File: config.mk
export PLATFORM = sky130hd
export DESIGN_NAME = mod2011_unweight
export DESIGN_NICKNAME = d
export VERILOG_FILES = /design/src/rtl/mod2011_unweight.sv
export SDC_FILE = /design/constraint.sdc
export NUM_CORES = 1
export LEC_CHECK = 0
export CORE_MARGIN = 4
export CORE_UTILIZATION = 40
export DETAILED_ROUTE_END_ITERATION = 10
export GPL_TIMING_DRIVEN = 0
export PLACE_DENSITY_LB_ADDON = 0.3
export SYNTH_ARGS = -nofsm -noshare
export SYNTH_HDL_FRONTEND = slang
export SYNTH_SLANG_ARGS = --single-unit
File: constraint.sdc
create_clock -name clk -period 2.6 [get_ports clk]
set_input_delay 0.52 -clock clk [delete_from_list [all_inputs] [get_ports clk]]
set_output_delay 0.52 -clock clk [all_outputs]
set_load 0.01 [all_outputs]
File: src/rtl/mod2011_unweight.sv
// mod2011_unweight
// Removes a positional weight 2^k from a mod-M residue: res_out = res_in * 2^(-k) mod M.
// One modular halving per clock; valid/ready handshake on both sides.
//
// Ports:
//   clk        clock, rising edge
//   rst_n      asynchronous active-low reset
//   in_valid   request valid
//   in_ready   request accepted when high (IDLE only)
//   res_in     input residue, any RW-bit value
//   k_in       number of modular halvings
//   out_valid  result valid (DONE only)
//   out_ready  consumer accepts result
//   res_out    result, 0..M-1
//
// state | meaning
// ------+--------------------------------------------------------------
// IDLE  | waiting for a request; in_ready=1
// RUN   | one modular halving per edge, cnt counts remaining halvings
// DONE  | result presented on res_out; held until out_ready

module mod2011_unweight #(
    parameter int M  = 2011,
    parameter int RW = 11,
    parameter int KW = 8
) (
    input  logic          clk,
    input  logic          rst_n,
    input  logic          in_valid,
    output logic          in_ready,
    input  logic [RW-1:0] res_in,
    input  logic [KW-1:0] k_in,
    output logic          out_valid,
    input  logic          out_ready,
    output logic [RW-1:0] res_out
);

    typedef enum logic [1:0] {
        IDLE = 2'd0,
        RUN  = 2'd1,
        DONE = 2'd2
    } state_t;

    localparam logic [RW:0] MOD = M[RW:0];

    state_t        state;
    logic [RW:0]   acc;
    logic [KW-1:0] cnt;

    logic [RW:0]   res_ext;
    logic [RW:0]   res_red;
    logic [RW:0]   acc_sum;

    // 2^RW < 2M, so one conditional subtraction fully reduces any input.
    // acc <= M-1 keeps acc+M within RW+1 bits, and the halved sum stays below M.
    always_comb begin
        res_ext = {1'b0, res_in};
        res_red = (res_ext >= MOD) ? (res_ext - MOD) : res_ext;
        acc_sum = acc + (acc[0] ? MOD : '0);
    end

    always_ff @(posedge clk or negedge rst_n) begin
        if (!rst_n) begin
            state <= IDLE;
            acc   <= '0;
            cnt   <= '0;
        end else begin
            case (state)
                IDLE: begin
                    if (in_valid) begin
                        acc   <= res_red;
                        cnt   <= k_in;
                        state <= (k_in == '0) ? DONE : RUN;
                    end
                end
                RUN: begin
                    acc <= {1'b0, acc_sum[RW:1]};
                    cnt <= cnt - 1'b1;
                    if (cnt == KW'(1))
                        state <= DONE;
                end
                DONE: begin
                    if (out_ready)
                        state <= IDLE;
                end
                default: state <= IDLE;
            endcase
        end
    end

    assign in_ready  = (state == IDLE);
    assign out_valid = (state == DONE);
    assign res_out   = acc[RW-1:0];

endmodule

## Yosys cells after proc, flatten, opt, wreduce, memory -nomap -nowiden

Index checks and enable logic that the tools add are counted.

| word-level totals | value |
|---|---|
| register bits after elaboration | 22 |
| output and inout bits | 13 |
| word-level logic and storage cells | 29 |

| cells by class | value |
|---|---|
| add/sub/neg operators | 3 |
| $lt $le $gt $ge | 1 |
| equal/unequal tests | 6 |
| mux-type cells | 11 |
| reduce and logical (&&, ||, !) cells | 5 |

Operators by type and width:

| operator | number |
|---|---|
| two-way mux 12 bit | 2 |
| one-hot mux 12 bit (2 select lines) | 1 |
| one-hot mux 8 bit (2 select lines) | 1 |
| adder 12 x 11 -> 12 bit | 1 |
| subtractor 11 x 11 -> 12 bit, second input constant | 1 |
| >= comparator 11 bit, second input constant | 1 |
| two-way mux 11 bit | 1 |
| equality test 8 x 1 -> 1 bit, second input constant | 1 |
| zero test 8 bit | 1 |
| two-way mux 2 bit | 4 |
| two-way mux 8 bit | 1 |
| subtractor 8 x 1 -> 8 bit, second input constant | 1 |
| one-hot mux 2 bit (3 select lines) | 1 |
| != test 2 bit, second input constant | 2 |
| AND reduction 3 bit | 1 |
| equality test 2 x 1 -> 1 bit, second input constant | 1 |
| equality test 2 bit, second input constant | 1 |
| zero test 2 bit | 1 |
| != test 2 x 1 -> 1 bit, second input constant | 1 |
| AND reduction 2 bit | 1 |
| nonzero test 2 bit | 1 |

## Depth between registers and ports, before layout

| logic depth | value |
|---|---|
| depth after elaboration | 4 |
| gate-level depth with buffers | 8 |
| mapped depth without buffers | 8 |

## Least setup slack after synthesis

Ideal clock, no wire load.

| path | value |
|---|---|
| kind | register -> register |
| start | register acc[0] |
| end | register acc[9] |
| library setup time | 0.132 ns |
| arrival | 1.754 ns |
| data required time | 2.468 ns |
| path slack | 0.714 ns |
| stages on the path, launching flop included | 9 |
| path buffers | 1 |
| cell sequence | dfrtp_1 -> ha_1 -> buf_6 -> a21o_1 -> a21oi_2 -> nor2b_1 -> a211oi_2 -> xor2_1 -> o21ai_1 |

| between the ends | value |
|---|---|
| cells in the longest elaborated chain, start to end | 3 |

Ends and longest elaborated chain:

| element | line | source |
|---|---|---|
| from (decl) | 47 | `logic [RW:0] acc;` |
| from (signal assigned) | 71 | `acc <= res_red;` |
| from (signal assigned) | 77 | `acc <= {1'b0, acc_sum[RW:1]};` |
| two-way mux 11 bit | 59 | `acc_sum = acc + (acc[0] ? MOD : '0);` |
| adder 12 x 11 -> 12 bit (*) | 59 |  |
| one-hot mux 12 bit (2 select lines) (*) | 68 | `case (state)` |

Every way passes the cells marked *; elsewhere a longest branch is shown, timed or not.
A chain may end at the register's enable or synchronous reset.

## Final worst setup path

| path | value |
|---|---|
| start | input port res_in[0] |
| end | register acc[1] |

| between the ends | value |
|---|---|
| cells in the longest elaborated chain, start to end | 4 |

Ends and longest elaborated chain:

| element | line | source |
|---|---|---|
| from (decl) | 31 | `input logic [RW-1:0] res_in,` |
| subtractor 11 x 11 -> 12 bit or >= comparator 11 bit (tied branches) | 58 | `res_red = (res_ext >= MOD) ? (res_ext - MOD) : res_ext;` |
| two-way mux 12 bit (*) | 58 |  |
| two-way mux 12 bit (*) | 70 | `if (in_valid) begin` |
| one-hot mux 12 bit (2 select lines) (*) | 68 |  |

Every way passes the cells marked *; elsewhere a longest branch is shown, timed or not. The select of a mux whose other input is x is not followed.

==> qor.csv <==
stage,metric,value,unit
worst_setup_path,critPathLaunchType,primary input,
yosys,ys_warn_count,0,
sta,skew,0.0140,ns
cts,tritoncts,yes,
finish,final_area,0.00240,mm2
floorplanning,core_area,0.00450,mm2
routing,drt_iter0_markers,142,
global_routing,grt_use_total,17.2,%
worst_setup_path,critical_path.top_delay_family,compound AO/OA/AOI/OAI gates,
finish,drive_gt1_share,12.5,%
cts,cts_buffer_depth,2,
yosys,synth_cells,226,
worst_setup_path,path_buf_inv,1,
sta,hold_viol,0,
cts,root_buffer,clkbuf_8,
global_routing,grt_pass1_wl,8.36,mm
sta,rsz0062_at_grt,no,
cts,path_clk_slew,0.08,ns
global_routing,grt_max_degree,23,
cts,htreeDepth,1,
worst_setup_path,end_kind,flop,
cts,ctsResizeCount,0,
pwr,peakVddDrop,0.553,mV
worst_setup_path,crit_fanout,6,
yosys,synth_common_cells,"28 x a21oi_1, 22 x dfrtp_1, 19 x nand2_1, 16 x nor2_1",
yosys,synthTopCellsByArea,"dfrtp_1 29%, ha_1 7.8%, a21oi_1 7.3%",
routing,vias,1777,
worst_setup_path,path_class,in2reg,
sta,setup_viol,0,
routing,routedWlPerCell,15.5,um
cts,post_cts_buffers,0,
yosys,syn_avg_cell_area,8.50,um2
floorplanning,dieArea,0.00597,mm2
hold_path,hp-class,reg2reg,
global_routing,grt_pass1_vias,1702,
worst_setup_path,arrival,2.48,ns
floorplanning,die_y,77.3,um
worst_setup_path,path_cells,clkdlybuf4s50_1 -> ha_1 -> o211a_1 -> o2111ai_4 -> mux2_1 -> o21ai_1 -> o21ai_1,
sta,relSlewSlack,29.6,%
finish,fillers,440,
sta,worst_pin_slew,1.05,ns
finish,antenna-diode-count,0,
cts,cts_buffers,3,
yosys,synthDistinctLibCells,55,
worst_setup_path,ff2ff_path_depth,7,
global_routing,overflow,0,
cts,clock_latency,0.27,ns
worst_setup_path,cp.required,2.75,ns
pwr,power_density,1400,mW/mm2
yosys,synth_fp_nets,261,
floorplanning,num_rows,24,
global_routing,grt_use_met2,24.8,%
sta,final.setup.tns,0,ns
finish,final_core_util,53.2,%
routing,viasPerCell,5.62,
worst_setup_path,critPathMostFrequentCell,o21ai_1,
global_routing,top_usage_layer,met1,
sta,min_period,2.33,ns
worst_setup_path,cp.depth,7,
global_routing,met3_usage,2.34,%
yosys,synth-seq-area-share,28.7,%
routing,firstDrtPassIters,4,
cts,ctsHoldBuffers,0,
status,outcome,"complete, no violations",
yosys,yosysTopAreaCell,dfrtp_1,
yosys,synth_top_area_share,28.7,%
yosys,synth_flop_cell,dfrtp_1,
hold_path,holdPathStages,2,
routing,drt_wl_total,4.91,mm
floorplanning,ios,36,
sta,finalCritPeriodShare,89.7,%
sta,clock.fmax,429,MHz
yosys,synth-edff-count,0,
place,io_buffers,34,
worst_setup_path,critPathMaxStageDelay,0.50,ns
global_routing,grt_util_met1,26.5,%
place,place_area,0.00233,mm2
floorplanning,start_util,42.6,%
routing,ant_nets,0,
floorplanning,die_w,77.3,um
routing,drc,0,
worst_setup_path,slowest_stage,clkdlybuf4s50_1,
cts,cts.sinks,22,
yosys,postSynth.asyncResetShare,100,%
place,routabilityCongestion,0.848,
run,drv_cap,0,
finish,nets,300,
pwr,leakagePower,0.985,nW
sta,slew_viol_final,0,
finish,area_delta_synth_final,24.8,%
yosys,syn-cell-area,0.00192,mm2
place,dp_hpwl,3.70,mm
yosys,synth_most_common_cell,a21oi_1,
global_routing,antenna_found_initial,0,
yosys,ys_ff_latch,22,
## cells in the final DEF, fill, tap and decap left out, types with 4 or more instances in the layout
cell             instances
dfrtp_1                 22
buf_4                   12
clkbuf_1                 4
mux2i_1                  5
nand2b_1                 4
a21oi_1                 28
nand3_1                  5
o21ai_0                  5
a211oi_1                 4
nor2b_1                  4
nor2_1                  16
o21ai_1                  8
xor2_1                   7
ha_1                    12
nand2_1                 19
clkdlybuf4s50_1         34
o22a_1                   4
o22ai_1                  9
## cell families after synthesis
group	count (synthesis)	share of synthesized area, %
AOI/OAI and AO/OA	86	30.6
and+or+nand+nor	65	17.3
buffers and inverters	25	7.82
DFF	22	28.7
adders and majority gates	12	7.82
xor gates and xnor gates	10	4.56
muxes	6	3.19
## state kept, by name, summed over array words and instances, names as in the netlist
name and count:
cnt 8, acc 12, state 2
## layout make-up
| cell class | instances | area [um2] | area share [%] |
|---|---|---|---|
| Tap cell | 52 | 65.1 | 2.71 |
| Clock inverter | 1 | 30.0 | 1.25 |
| Inverter | 4 | 15.0 | 0.626 |
| Clock buffer | 3 | 41.3 | 1.72 |
| Buffer | 21 | 135 | 5.64 |
| Sequential cell | 22 | 551 | 23.0 |
| Timing Repair Buffer | 34 | 340 | 14.2 |
| Multi-Input combinational cell | 179 | 1220 | 50.9 |
## per-layer routing
metal  share of wire [%]  up-vias
li1                    -      903
met1                  52      821
met2                  42       49
met3                 4.6        4
met4                 1.1        0
met5                   0        -
## report_power, final
part | internal [mW] | total [mW] | leakage, nW | switching (mW)
registers | 0.516 | 0.710 | 0.255 | 0.194
clock network | 0.206 | 0.326 | 0.0357 | 0.120
logic | 1.10 | 2.31 | 0.695 | 1.21
total | 1.83 | 3.35 | 0.985 | 1.52
## worst paths after layout
| check | end | from | slack, ns |
|---|---|---|---|
| setup / recovery | acc[1] | res_in[0] | 0.27 |
| hold / removal | acc[11] | acc[11] | 0.49 |
| setup reg to reg | acc[9] | acc[0] | 0.43 |
| hold reg to reg | acc[11] | acc[11] | 0.49 |
| max in group asynchronous | acc[7] | rst_n | 1.14 |
| min in group asynchronous | cnt[7] | rst_n | 0.81 |
## stage by stage
step | instances | hold slack, ns | total power [mW] | setup WS (ns)
6_report | 316 | 0.490 | 3.35 | 0.269
5_1_grt | 316 | 0.514 | 3.67 | 0.185
4_1_cts | 316 | 0.496 | 3.36 | 0.295
3_5_place_dp | 312 | 0.478 | 3.02 | 0.0501
3_3_place_gp | 312 | 0.474 | 2.98 | 0.0653
2_1_floorplan | 226 | 0.224 | 2.38 | 0.714
## tightest hold or removal path, cell delays in order (launching register included)
cell and delay [ns]:
dfrtp_1 0.36, nand2_1 0.05, nand2_1 0.05
(Power assumes the default switching activity.)
